==> config.mk <==
export PLATFORM = sky130hd
export DESIGN_NAME = sdu_mem_bridge
export DESIGN_NICKNAME = d
export VERILOG_FILES = /design/src/rtl/sdu_mem_bridge.sv
export SDC_FILE = /design/constraint.sdc
export NUM_CORES = 1
export LEC_CHECK = 0
export CAP_MARGIN = 25
export CORE_MARGIN = 4
export CORE_UTILIZATION = 40
export DETAILED_ROUTE_END_ITERATION = 12
export GPL_TIMING_DRIVEN = 1
export PLACE_DENSITY = 0.63
export SETUP_SLACK_MARGIN = 0.5
export SLEW_MARGIN = 10
export SYNTH_ARGS = -nofsm -noshare
export SYNTH_HDL_FRONTEND = slang
export SYNTH_SLANG_ARGS = --single-unit
==> constraint.sdc <==
create_clock -name clk -period 5.12 [get_ports clk]
set_clock_uncertainty 0.2 [all_clocks]
set_input_delay 0.768 -clock clk [delete_from_list [all_inputs] [get_ports clk]]
set_output_delay 0.768 -clock clk [all_outputs]
set_load 0.01 [all_outputs]
==> src/rtl/sdu_mem_bridge.sv <==
// sdu_mem_bridge
//   UART debug access unit. A host sends binary command frames over an 8N1
//   serial link to read or write one of NCH on-chip memories while the CPU is
//   halted. The unit answers each complete frame over the serial link.
//
//   Frame: CMD (bit7 = write, bits[3:0] = channel, bits[6:4] ignored), then
//   ADDR_W/8 address bytes MSB first, then DATA_W/8 data bytes MSB first
//   (writes only). Responses: write -> 0x06, read -> DATA_W/8 bytes MSB first,
//   channel >= NCH -> 0x15.
//
//   Optional build macro SDU_TIMEOUT_EN: abandons a partial frame after
//   TIMEOUT_BYTES byte times of silence. Without the macro the parser waits
//   indefinitely mid-frame.
//
// Ports
//   clk       system clock
//   rst       synchronous reset, active high
//   rxd       serial input from host (asynchronous)
//   txd       serial output to host
//   mem_addr  shared address to all channels
//   mem_din   shared write data to all channels
//   mem_dout  read data, channel k at [k*DATA_W +: DATA_W]
//   mem_we    one-hot write strobe, one cycle wide
//   busy      high while a frame is executed or answered
//
// Parser states
//   state  | meaning
//   S_CMD  | waiting for the command byte
//   S_ADDR | shifting in address bytes
//   S_DATA | shifting in write data bytes
//   S_MEM  | memory access (strobe or read-latency wait)
//   S_RESP | transmitting the response

module sdu_mem_bridge #(
  parameter int CLK_DIV       = 868,
  parameter int ADDR_W        = 32,
  parameter int DATA_W        = 32,
  parameter int NCH           = 4,
  parameter int RD_LAT        = 1,
  parameter int TIMEOUT_BYTES = 4
) (
  input  logic                  clk,
  input  logic                  rst,
  input  logic                  rxd,
  output logic                  txd,
  output logic [ADDR_W-1:0]     mem_addr,
  output logic [DATA_W-1:0]     mem_din,
  input  logic [NCH*DATA_W-1:0] mem_dout,
  output logic [NCH-1:0]        mem_we,
  output logic                  busy
);

  localparam int CW     = $clog2(CLK_DIV);
  localparam int ADDR_B = ADDR_W / 8;
  localparam int DATA_B = DATA_W / 8;
  localparam logic [7:0] ACK = 8'h06;
  localparam logic [7:0] NAK = 8'h15;

  if (CLK_DIV < 8) begin : g_bad_div
    $error("sdu_mem_bridge: CLK_DIV must be >= 8");
  end
  if ((ADDR_W % 8) != 0 || ADDR_W < 8 || ADDR_W > 32) begin : g_bad_addr
    $error("sdu_mem_bridge: ADDR_W must be a multiple of 8 in 8..32");
  end
  if ((DATA_W % 8) != 0 || DATA_W < 8 || DATA_W > 64) begin : g_bad_data
    $error("sdu_mem_bridge: DATA_W must be a multiple of 8 in 8..64");
  end
  if (NCH < 1 || NCH > 16) begin : g_bad_nch
    $error("sdu_mem_bridge: NCH must be in 1..16");
  end
  if (RD_LAT < 0 || RD_LAT > 3) begin : g_bad_lat
    $error("sdu_mem_bridge: RD_LAT must be in 0..3");
  end
  if (TIMEOUT_BYTES < 1) begin : g_bad_to
    $error("sdu_mem_bridge: TIMEOUT_BYTES must be >= 1");
  end

  // --------------------------------------------------------------------------
  // UART receiver
  // --------------------------------------------------------------------------
  typedef enum logic [1:0] {RX_IDLE, RX_START, RX_DATA, RX_STOP} rx_state_t;

  rx_state_t     rx_st_q;
  logic          rx_s1_q, rx_s2_q, rx_s3_q;
  logic [CW-1:0] rx_cnt_q;
  logic [2:0]    rx_bit_q;
  logic [7:0]    rx_sh_q;
  logic          rx_vld_q;
  logic          rx_ferr_q;

  always_ff @(posedge clk) begin
    if (rst) begin
      rx_st_q   <= RX_IDLE;
      rx_s1_q   <= 1'b1;
      rx_s2_q   <= 1'b1;
      rx_s3_q   <= 1'b1;
      rx_cnt_q  <= '0;
      rx_bit_q  <= '0;
      rx_sh_q   <= '0;
      rx_vld_q  <= 1'b0;
      rx_ferr_q <= 1'b0;
    end else begin
      rx_s1_q   <= rxd;
      rx_s2_q   <= rx_s1_q;
      rx_s3_q   <= rx_s2_q;
      rx_vld_q  <= 1'b0;
      rx_ferr_q <= 1'b0;
      case (rx_st_q)
        RX_IDLE: begin
          if (rx_s3_q && !rx_s2_q) begin
            rx_cnt_q <= CW'(CLK_DIV / 2 - 1);
            rx_st_q  <= RX_START;
          end
        end
        RX_START: begin
          if (rx_cnt_q != '0) begin
            rx_cnt_q <= rx_cnt_q - CW'(1);
          end else if (rx_s2_q) begin
            rx_st_q <= RX_IDLE;  // glitch, not a start bit
          end else begin
            rx_cnt_q <= CW'(CLK_DIV - 1);
            rx_bit_q <= '0;
            rx_st_q  <= RX_DATA;
          end
        end
        RX_DATA: begin
          if (rx_cnt_q != '0) begin
            rx_cnt_q <= rx_cnt_q - CW'(1);
          end else begin
            rx_sh_q  <= {rx_s2_q, rx_sh_q[7:1]};
            rx_cnt_q <= CW'(CLK_DIV - 1);
            rx_bit_q <= rx_bit_q + 3'd1;
            if (rx_bit_q == 3'd7) rx_st_q <= RX_STOP;
          end
        end
        RX_STOP: begin
          if (rx_cnt_q != '0) begin
            rx_cnt_q <= rx_cnt_q - CW'(1);
          end else begin
            // Returning to idle mid-stop-bit leaves half a bit of slack for
            // the next start edge.
            rx_vld_q  <= rx_s2_q;
            rx_ferr_q <= !rx_s2_q;
            rx_st_q   <= RX_IDLE;
          end
        end
        default: rx_st_q <= RX_IDLE;
      endcase
    end
  end

  // --------------------------------------------------------------------------
  // UART transmitter
  // --------------------------------------------------------------------------
  logic          tx_act_q;
  logic [8:0]    tx_sh_q;
  logic [3:0]    tx_left_q;
  logic [CW-1:0] tx_cnt_q;
  logic          txd_q;
  logic          tx_req;
  logic [7:0]    tx_byte;
  logic          tx_end;
  logic          tx_load;

  // tx_end is the last cycle of a stop bit; loading there gives back-to-back
  // bytes with no idle gap.
  assign tx_end  = tx_act_q && (tx_cnt_q == '0) && (tx_left_q == 4'd0);
  assign tx_load = tx_req && (!tx_act_q || tx_end);

  always_ff @(posedge clk) begin
    if (rst) begin
      tx_act_q  <= 1'b0;
      tx_sh_q   <= '1;
      tx_left_q <= '0;
      tx_cnt_q  <= '0;
      txd_q     <= 1'b1;
    end else if (tx_load) begin
      tx_act_q  <= 1'b1;
      txd_q     <= 1'b0;
      tx_sh_q   <= {1'b1, tx_byte};
      tx_left_q <= 4'd9;
      tx_cnt_q  <= CW'(CLK_DIV - 1);
    end else if (tx_act_q) begin
      if (tx_cnt_q != '0) begin
        tx_cnt_q <= tx_cnt_q - CW'(1);
      end else if (tx_left_q == 4'd0) begin
        tx_act_q <= 1'b0;
      end else begin
        txd_q     <= tx_sh_q[0];
        tx_sh_q   <= {1'b1, tx_sh_q[8:1]};
        tx_left_q <= tx_left_q - 4'd1;
        tx_cnt_q  <= CW'(CLK_DIV - 1);
      end
    end
  end

  // --------------------------------------------------------------------------
  // Frame parser / memory access
  // --------------------------------------------------------------------------
  typedef enum logic [2:0] {S_CMD, S_ADDR, S_DATA, S_MEM, S_RESP} state_t;

  state_t            state_q;
  logic              is_wr_q;
  logic [3:0]        ch_q;
  logic [2:0]        cnt_q;
  logic [ADDR_W-1:0] addr_sh_q;
  logic [DATA_W-1:0] data_sh_q;
  logic [ADDR_W-1:0] mem_addr_q;
  logic [DATA_W-1:0] mem_din_q;
  logic [NCH-1:0]    mem_we_q;
  logic [1:0]        lat_q;
  logic [DATA_W-1:0] resp_sh_q;
  logic [3:0]        resp_left_q;
  logic              busy_q;

  logic [ADDR_W-1:0] addr_next;
  logic [DATA_W-1:0] data_next;
  logic [DATA_W-1:0] rd_slice;
  logic [NCH-1:0]    we_oh;
  logic              ch_ok;
  logic              frame_done;
  logic              to_hit;

  assign addr_next = (addr_sh_q << 8) | ADDR_W'(rx_sh_q);
  assign data_next = (data_sh_q << 8) | DATA_W'(rx_sh_q);
  assign ch_ok     = (int'(ch_q) < NCH);
  assign tx_req    = (state_q == S_RESP) && (resp_left_q != 4'd0);
  assign tx_byte   = resp_sh_q[DATA_W-1 -: 8];

  // Last byte of a frame arrives: read frames end in S_ADDR, writes in S_DATA.
  assign frame_done = rx_vld_q && (cnt_q == 3'd0) &&
                      ((state_q == S_ADDR && !is_wr_q) || state_q == S_DATA);

  always_comb begin
    rd_slice = '0;
    we_oh    = '0;
    for (int k = 0; k < NCH; k++) begin
      if (int'(ch_q) == k) begin
        rd_slice  = mem_dout[k*DATA_W +: DATA_W];
        we_oh[k]  = 1'b1;
      end
    end
  end

`ifdef SDU_TIMEOUT_EN
  localparam int TO_CYC = TIMEOUT_BYTES * 10 * CLK_DIV;
  localparam int TW     = $clog2(TO_CYC);

  logic [TW-1:0] to_cnt_q;

  always_ff @(posedge clk) begin
    if (rst) begin
      to_cnt_q <= TW'(TO_CYC - 1);
    end else if (rx_vld_q) begin
      to_cnt_q <= TW'(TO_CYC - 1);
    end else if (to_cnt_q != '0) begin
      to_cnt_q <= to_cnt_q - TW'(1);
    end
  end

  assign to_hit = (to_cnt_q == '0);
`else
  assign to_hit = 1'b0;
`endif

  always_ff @(posedge clk) begin
    if (rst) begin
      state_q     <= S_CMD;
      is_wr_q     <= 1'b0;
      ch_q        <= '0;
      cnt_q       <= '0;
      addr_sh_q   <= '0;
      data_sh_q   <= '0;
      mem_addr_q  <= '0;
      mem_din_q   <= '0;
      mem_we_q    <= '0;
      lat_q       <= '0;
      resp_sh_q   <= '0;
      resp_left_q <= '0;
      busy_q      <= 1'b0;
    end else begin
      mem_we_q <= '0;
      case (state_q)
        S_CMD: begin
          if (rx_vld_q) begin
            is_wr_q <= rx_sh_q[7];
            ch_q    <= rx_sh_q[3:0];
            cnt_q   <= 3'(ADDR_B - 1);
            state_q <= S_ADDR;
          end
        end
        S_ADDR: begin
          if (rx_ferr_q) begin
            state_q <= S_CMD;
          end else if (rx_vld_q) begin
            addr_sh_q <= addr_next;
            if (cnt_q != 3'd0) begin
              cnt_q <= cnt_q - 3'd1;
            end else if (is_wr_q) begin
              cnt_q   <= 3'(DATA_B - 1);
              state_q <= S_DATA;
            end else begin
              state_q <= S_MEM;
            end
          end else if (to_hit) begin
            state_q <= S_CMD;
          end
        end
        S_DATA: begin
          if (rx_ferr_q) begin
            state_q <= S_CMD;
          end else if (rx_vld_q) begin
            data_sh_q <= data_next;
            if (cnt_q != 3'd0) cnt_q <= cnt_q - 3'd1;
            else               state_q <= S_MEM;
          end else if (to_hit) begin
            state_q <= S_CMD;
          end
        end
        S_MEM: begin
          if (is_wr_q || !ch_ok) begin
            resp_sh_q   <= DATA_W'(ch_ok ? ACK : NAK) << (DATA_W - 8);
            resp_left_q <= 4'd1;
            state_q     <= S_RESP;
          end else if (lat_q == 2'd0) begin
            resp_sh_q   <= rd_slice;
            resp_left_q <= 4'(DATA_B);
            state_q     <= S_RESP;
          end else begin
            lat_q <= lat_q - 2'd1;
          end
        end
        S_RESP: begin
          if (tx_load) begin
            resp_sh_q   <= resp_sh_q << 8;
            resp_left_q <= resp_left_q - 4'd1;
          end else if (tx_end && resp_left_q == 4'd0) begin
            busy_q <= 1'b0;
            // A byte finishing on the exit cycle is taken as the next CMD.
            if (rx_vld_q) begin
              is_wr_q <= rx_sh_q[7];
              ch_q    <= rx_sh_q[3:0];
              cnt_q   <= 3'(ADDR_B - 1);
              state_q <= S_ADDR;
            end else begin
              state_q <= S_CMD;
            end
          end
        end
        default: state_q <= S_CMD;
      endcase

      if (frame_done) begin
        mem_addr_q <= (state_q == S_ADDR) ? addr_next : addr_sh_q;
        if (is_wr_q) mem_din_q <= data_next;
        if (is_wr_q && ch_ok) mem_we_q <= we_oh;
        lat_q  <= 2'(RD_LAT);
        busy_q <= 1'b1;
      end
    end
  end

  assign txd      = txd_q;
  assign mem_addr = mem_addr_q;
  assign mem_din  = mem_din_q;
  assign mem_we   = mem_we_q;
  assign busy     = busy_q;

endmodule
After elaboration in Yosys (flattened, before gate mapping)

Cells that the tools add are included.

Bits in registers: 226
Output and inout port bits: 70
Logic and storage cells: 245

Mux-type cells: 96
Eq/ne operators: 41
Reductions and logical operators: 59
$lt $le $gt $ge: 1
Add/sub/neg operators: 7
Bitwise operators: 11

Operator list:

| kind                    | count |
|---|---|
| $mux W32                | 8 |
| $mux W10                | 9 |
| $mux W3                 | 24 |
| $or A32 B8 Y32          | 2 |
| $pmux W32 S2            | 1 |
| $mux W4                 | 10 |
| $pmux W10 S4            | 1 |
| $ne A2 B2 Y1 const B    | 18 |
| $mux W8                 | 4 |
| $reduce_and A3 Y1       | 10 |
| $mux W1                 | 25 |
| $ne A3 B3 Y1 const B    | 7 |
| $reduce_bool A10 Y1     | 2 |
| $sub A10 B1 Y10 const B | 2 |
| $pmux W4 S2             | 2 |
| $pmux W3 S5             | 1 |
| $reduce_bool A2 Y1      | 7 |
| $logic_not A4 Y1        | 3 |
| $mux W2                 | 6 |
| $pmux W3 S4             | 1 |
| $logic_and A1 B1 Y1     | 10 |
| $logic_not A10 Y1       | 1 |
| $not A1 Y1              | 9 |
| $reduce_and A9 Y1       | 1 |
| other kinds (30)        | 51 |

Logic depth before layout (Yosys ltp)

Gate-level depths: netlist of the first run.

Word-level depth: 8
Gate-level depth with buffers: 9
Depth with buffers taken out: 7

Worst setup path after synthesis of the first run

No wires, ideal clock.

Path kind: register to register
From: reg tx_left_q[0]
To: reg resp_sh_q[19]
Data arrival time: 2132 ps
Cell stages (with the launch flop): 9
Clock period less this slack: 2471 ps
Required time: 4781 ps
Slack: 2649 ps
Library setup time: 139 ps
Cells stage by stage: dfxtp_1 > inv_1 > ha_1 > or3b_2 > o41ai_4 > o211ai_2 > buf_4 > a221oi_2 > nor3_2

Cells in the longest elaborated chain, start to end: 6

RTL lines:

| what                               | RTL line | source |
|---|---|---|
| start, declared                    | 157      | `logic [3:0] tx_left_q;` |
| start signal, assigned             | 191      | `tx_left_q <= tx_left_q - 4'd1;` |
| $logic_not A4 Y1                   | 167      | `assign tx_end = tx_act_q && (tx_cnt_q == '0) && (tx_left_q == 4'd0);` |
| $logic_and A1 B1 Y1                | 167      |  |
| $logic_or A1 B1 Y1                 | 168      | `assign tx_load = tx_req && (!tx_act_q \|\| tx_end);` |
| $logic_and A1 B1 Y1                | 168      |  |
| $ne A2 B2 Y1 (no source line)      | --       |  |
| $reduce_and A3 Y1 (no source line) | --       |  |
| end signal, assigned               | 322      | `resp_sh_q <= DATA_W'(ch_ok ? ACK : NAK) << (DATA_W - 8);` |
| end signal, assigned               | 326      | `resp_sh_q <= rd_slice;` |
| end signal, assigned               | 335      | `resp_sh_q <= resp_sh_q << 8;` |
| end, declared                      | 212      | `logic [DATA_W-1:0] resp_sh_q;` |

No other way between the ends.
A chain may end at the register's enable or synchronous reset.

Worst setup path after layout of the first run

From: reg state_q[2]
To: reg resp_sh_q[11]

Cells in the longest elaborated chain, start to end: 5

RTL lines:

| what                               | RTL line | source |
|---|---|---|
| start, declared                    | 202      | `state_t state_q;` |
| start signal, assigned             | 268      | `state_q <= S_CMD;` |
| start signal, assigned             | 289      | `state_q <= S_ADDR;` |
| start signal, assigned             | 294      | `state_q <= S_CMD;` |
| $eq A3 B3 Y1                       | 227, 283 |  |
| $logic_and A1 B1 Y1                | 227      | `assign tx_req = (state_q == S_RESP) && (resp_left_q != 4'd0);` |
| $logic_and A1 B1 Y1                | 168      |  |
| $ne A2 B2 Y1 (no source line)      | --       |  |
| $reduce_and A3 Y1 (no source line) | --       |  |

Parallel ways exist; a longest one is shown, timed or not.

==> impl_results.md, run 1 <==
* Max-slew headroom at 39.9%
* Syn Area/Cell at 8.35 um^2
* First DRT Iteration DRCs at 513
* # Max-Cap Violations at 0
* Arr. time, crit path at 3.21 ns
* Hold/Removal Path Class: reg2reg
* Hold Path Cell Cnt at 1
* Post-synth top area share at 42.5%
* WL final at 27.7 mm
* Row count at 59
* Post-DP Area at 12900 um^2
* HP Start: rx_s1_q
* Most numerous cell in the Yosys netlist: nand2_1
* Design Area, Final at 13800 um^2
* Final HPWL DP at 19.1 mm
* Max frequency at 329 MHz
* First-pass GRT wire length at 45.7 mm
* Initial antenna violation count at 0
* Actual transition at the worst max-transition pin at 0.902 ns
* Leak at 4.48 nW
* Total number of vias at 9505
* Post-CTS Hold Fix Bufs at 0
* Clock latency on the worst-skew pair at 0.53 ns
* Worst R2R Setup Slack at 2.08 ns
* Crit path required time at 5.29 ns
* Area grow syn2layout at 29.6%
* Die area at 29300 um^2
* Cell Area, Synth at 10700 um^2
* Top FF cell, synth: dfxtp_1
* End of the worst hold path: rx_s2_q
* Post-Synthesis Cells at 1275
* Number of flops mapped to enable cells by yosys at 0
* Syn_nets at 1422
* Fin crit share at 59.4%
* Post-cts resize count at 0
* Pwr dens at 294 nW/um^2
* Setup crit end kind: flip-flop
* Synth unique cells at 67
* Placer Congestion at 0.799
* Post-CTS setup buffer count at 0
* Seq cells post-synth at 226
* Placed Cells at 1733
* Worst hold slack at 0.243 ns
* Cell accounting for the most synthesized area: dfxtp_1
* Critical Path Fanout Max at 36
* Synth area leaders: dfxtp_1 42%, nand2_1 8.3%, a21oi_1 7.4%
* Unrepaired setup endpoints after global routing: no
* Die width at 171 um
* Pin count of the biggest net entering global routing at 103
* Clk slew on worst S/H paths at 0.06 ns
* Global Route Usage Sum at 18.5%
* ANT nets after route at 0
* Final min period at 3.04 ns
* Ys async rst share at 0%
* H-tree Lvls at 1
* First-pass detailed-route iteration total at 5
* CTS Buffer Depth at 3
* Avg WL per Cell at 15.6 um
* Average via count per standard cell at 5.34
* Outcome: completed
* CP Class: reg2reg
* Post-synthesis sequential area ratio at 42.5%
* Antenna Cells at 0
* Final Non-Filler Cells at 1780
* FF-to-FF Start: state_q[2]
* DRC viols at 0
* Clock sinks at 226
* I/O Buffers at 200
* I/O pin count at 201
* GRT overflow at 0
* Final Net Count at 1573
* CTS root buffer: clkbuf_16
* DIE HEIGHT at 171 um
* Pins Over Slew Limit at 0
* Path depth of the worst reg2reg path at 6
* Std-Cell Core Area at 26100 um^2
* CTS tree: yes
* CP Launch Type: flip-flop
* Starting density of the core at 40.8%
* CTS Buf Count at 25
* Post-synth top cells: 236 x nand2_1, 226 x dfxtp_1, 158 x a21oi_1, 87 x nor2_1, 72 x clkbuf_1
* Reg2reg end: resp_sh_q[11]
* Count of final setup violators at 0
* Syn. warnings at 0
* Setup_tns at 0 ns
* Max IR drop VDD at 0.218 mV
* Number of global-route vias before repair at 9066
* Final Hold Fails at 0
* Layout cell share with drive strength beyond 1 at 8.86%
[layer usage]
layer | share of wire, % | global-route usage [%]
met5 | 0 | 0
met4 | 2.2 | 4.79
met3 | 6.8 | 4.16
met2 | 46 | 31.1
met1 | 45 | 24.1
[cell usage in the layout (no fill, tap or decap), types with 5 or more instances in the layout]
master and count:
nand2_1 236, dfxtp_1 225, clkdlybuf4s50_1 199, a21oi_1 158, nor2_1 85, mux2i_1 69, a211oi_1 64, inv_1 32
nor2b_1 31, nand3_1 30, nor3_1 28, o21ai_0 28, clkbuf_16 25, nor3_2 21, ha_1 16, a221oi_1 15
a221oi_2 15, buf_4 14, a31oi_1 12, nand2b_1 10, clkbuf_8 9, or3_1 6, nor3b_1 5, or2_2 5
o21a_1 5, xnor2_1 5
[cell type report]
type,instances,area (um^2)
Timing Repair Buffer,218,2190
Clock buffer,37,761
Clock inverter,9,126
Tap cell,335,419
Inverter,32,120
Fill cell,2489,12300
Multi-Input combinational cell,923,5660
Sequential cell,226,4530
[critical path, stage by stage, from the launching register on]
cell and delay (ns):
dfxtp_1 0.70, or3b_2 0.66, o21ai_0 0.41, o211ai_4 0.11
buf_4 0.29, a221oi_1 0.46, nor3_2 0.06
[power by group]
group	internal, mW	total, mW	switching, mW	leakage, nW
Clock	1.18	1.90	0.720	0.439
Combinational	0.177	0.367	0.191	2.22
Sequential	1.78	1.79	0.0182	1.82
[through the flow]
stage	worst slack [ns]	util, %	power, mW
6_report	2.08	52.8	4.06
5_1_grt	1.87	52.8	4.22
4_1_cts	1.69	52.8	4.10
3_5_place_dp	1.70	49.4	2.20
3_3_place_gp	1.49	49.1	2.20
2_1_floorplan	2.65	-	2.05
[cell families (layout without fill, tap and decap cells)]
kind of cell,Yosys count,in the layout,synth area share (%)
xor+xnor,8,8,0.658
compound gates,335,335,21.0
mux,73,73,7.33
flops,226,226,42.5
buf+inv,126,296,4.90
simple gates,490,490,21.7
fa+ha+maj,17,17,1.97
[sequential cells by signal (all words and copies together) (netlist names), 2 cells and up, named ones only]
register	flops
resp_sh_q	32
rx_bit_q	3
addr_sh_q	32
mem_din	32
ch_q	4
data_sh_q	24
lat_q	2
mem_addr	32
tx_sh_q	8
rx_sh_q	8
resp_left_q	4
state_q	3
mem_we	4
tx_cnt_q	10
tx_left_q	4
rx_cnt_q	10
cnt_q	3
[worst max path at each step]
stage,start,endpoint,slack (ns),cells past startpoint
3_5_place_dp,state_q[0],mem_we[2],1.70,5
6_report,state_q[2],resp_sh_q[11],2.08,6
4_1_cts,state_q[0],mem_din[10],1.69,6
5_1_grt,state_q[2],resp_sh_q[30],1.87,6
3_3_place_gp,state_q[0],mem_din[3],1.49,5
2_1_floorplan,tx_left_q[0],resp_sh_q[19],2.65,8
(Power assumes the default switching activity.)
==> inputs of run 2 (changes only) <==
Settings changed: PLACE_DENSITY 0.63 to 0.65.
Clock period 5.12 ns to 2.46 ns, I/O delays scaled along.
==> impl_results.md, run 2 (same netlist as run 1, synthesis figures left out) <==
* Count of final setup violators at 11 (was 0)
* Crit path buf inv count at 2 (was 1)
* CP Class: reg2reg (unchanged)
* Post-DP Area at 13300 um^2 (was 12900 um^2)
* Number of global-route vias before repair at 9854 (was 9066)
* Crit path required time at 2.65 ns (was 5.29 ns)
* Setup crit end kind: flip-flop (unchanged)
* Clock latency on the worst-skew pair at 0.53 ns (about the same)
* GRT overflow at 0 (unchanged)
* Most frequent cells in the layout: 207 x dfxtp_1, 203 x nand2_1, 129 x clkdlybuf4s50_1 (was 236 x nand2_1, 225 x dfxtp_1, 199 x clkdlybuf4s50_1)
* Max frequency at 399 MHz (was 329 MHz)
* Area grow syn2layout at 55.0% (was 29.6%)
* Clock sinks at 226 (unchanged)
* Global Route Usage Sum at 20.8% (was 18.5%)
* Violations in the final reports: setup timing
* Leak at 6.19 nW (was 4.48 nW)
* CTS tree: yes (unchanged)
* Met3 WL at 1.77 mm (was 1.87 mm)
* Crit path largest cell delay at 0.53 ns (was 0.70 ns)
* Final Net Count at 1684 (was 1573)
* Commonest non-fill, non-tap cell in the layout: dfxtp_1 (was nand2_1)
* HP Start: rst (was rx_s1_q)
* First DRT Iteration DRCs at 582 (was 513)
* Slowest-stage cell, CP: or4_4 (was dfxtp_1)
* CTS Buf Count at 25 (unchanged)
* Filler Cell Count at 2217 (was 2489)
* Crit path cell chain: or4_4, o41ai_4, buf_4, o211ai_4, buf_12, a221oi_4, nor3_2 (was or3b_2, o21ai_0, o211ai_4, buf_4, a221oi_1, nor3_2)
* Final HPWL DP at 19.6 mm (was 19.1 mm)
* Average via count per standard cell at 5.47 (was 5.34)
* Hold/Removal Path Class: in2reg (was reg2reg)
* Worst slack, placed at 0.00328 ns (was 1.70 ns)
* Final min period at 2.50 ns (was 3.04 ns)
* Unrepaired setup endpoints after global routing: yes (was no)
* I/O Buffers at 200 (unchanged)
* FF-to-FF Start: tx_cnt_q[2] (was state_q[2])
* Setup_tns at -0.181 ns (was 0 ns)
* Pins Over Slew Limit at 0 (unchanged)
* Post-route met1 wirelength at 14.2 mm (was 12.4 mm)
* CTS root buffer: clkbuf_16 (unchanged)
* WL final at 33.4 mm (was 27.7 mm)
* Placer Congestion at 0.844 (was 0.799)
* Die width at 171 um (unchanged)
* First-pass detailed-route iteration total at 5 (unchanged)
* Initial antenna violation count at 0 (unchanged)
* Die area at 29300 um^2 (unchanged)
* Starting density of the core at 40.8% (unchanged)
* Final setup margin at -0.0446 ns (was 2.08 ns)
* Core Util, Final at 63.2% (was 52.8%)
* Met2 routed WL at 16.8 mm (was 12.8 mm)
* CTS Buffer Depth at 3 (unchanged)
* Highest metal used: met4 (unchanged)
* Design Area, Final at 16500 um^2 (was 13800 um^2)
* Max IR drop VDD at 0.567 mV (was 0.218 mV)
* H-tree Lvls at 1 (unchanged)
* CP startpoint: tx_cnt_q[2] (was state_q[2])
* Clk slew on worst S/H paths at 0.06 ns (about the same)
* Total number of vias at 10300 (was 9505)
* CP Launch Type: flip-flop (unchanged)
* Layout cell share with drive strength beyond 1 at 28.8% (was 8.86%)
* Actual transition at the worst max-transition pin at 0.763 ns (was 0.902 ns)
* Pwr dens at 547 nW/um^2 (was 294 nW/um^2)
* ANT nets after route at 0 (unchanged)
* # Max-Cap Violations at 0 (unchanged)
* Register area at 4560 um^2 (was 4530 um^2)
* Row count at 59 (unchanged)
* Antenna Cells at 0 (unchanged)
* Fin crit share at 102% (was 59.4%)
* Pin count of the biggest net entering global routing at 121 (was 103)
* Outcome: finished with violations (was completed)
* DRC viols at 0 (unchanged)
* DIE HEIGHT at 171 um (unchanged)
* First-pass GRT wire length at 50.9 mm (was 45.7 mm)
* Critical Path Fanout Max at 7 (was 36)
* Avg WL per Cell at 17.7 um (was 15.6 um)
* I/O pin count at 201 (unchanged)
* Cell family with most CP delay: compound AO/OA/AOI/OAI gates (unchanged)
* Std-Cell Core Area at 26100 um^2 (unchanged)
* Arr. time, crit path at 2.70 ns (was 3.21 ns)
* Worst hold slack at 0.0218 ns (was 0.243 ns)
* Area of the multi-input gates at 6980 um^2 (was 5660 um^2)
* Final Hold Fails at 0 (unchanged)
* Max-slew headroom at 49.1% (was 39.9%)
[run 2: worst register-to-register path: stages (launching register included)]
cell	delay, ns
dfxtp_4	0.36
or4_4	0.53
o41ai_4	0.39
buf_4	0.19
o211ai_4	0.18
buf_12	0.23
a221oi_4	0.23
nor3_2	0.07
[run 2: stage by stage]
step                      power (mW)  std cells
after floorplan                 4.29       1275
after global placement          4.65       1766
after detailed placement        4.66       1766
after CTS                       8.88       1868
after global routing            9.32       1891
final                           9.03       1891
[run 2: power by group]
| part | internal, mW | total [mW] | switching [mW] |
|---|---|---|---|
| Combinational | 0.625 | 1.17 | 0.546 |
| Clock | 2.56 | 4.11 | 1.54 |
| Sequential | 3.70 | 3.75 | 0.0558 |
| Total | 6.89 | 9.03 | 2.14 |
[run 2: layout make-up]
cell class              instances  share of cell area, %
clock buffers                  36                   4.59
inverters                      32                  0.758
clock inverters                10                   1.00
well taps                     335                   2.54
flip-flops and latches        226                   27.6
multi-input cells             924                   42.3
repair buffers                328                   21.3
[run 2: repair_timing]
item                                    4_1_cts  5_1_grt
hold buffers                                  1        0
gates cloned                                 15        7
pin swaps                                    52       76
endpoints found under the setup margin      218      195
resized for setup                           244      170
buffers inserted                             40       16
hold endpoints to repair                      2        0
[run 2: path summary, 6_finish.rpt]
check | endpoint | slack [ns] | cells past startpoint
worst max-delay path | resp_sh_q[22] | -0.04 | 7
worst min-delay path | tx_left_q[0] | 0.02 | 2
worst max register to register | resp_sh_q[22] | -0.04 | 7
worst min register to register | rx_s2_q | 0.21 | 1
[run 2: layer usage]
metal	up-vias	track usage, %
li1	5055	-
met1	4960	26.8
met2	267	36.8
met3	54	3.86
met4	0	4.13
met5	-	0
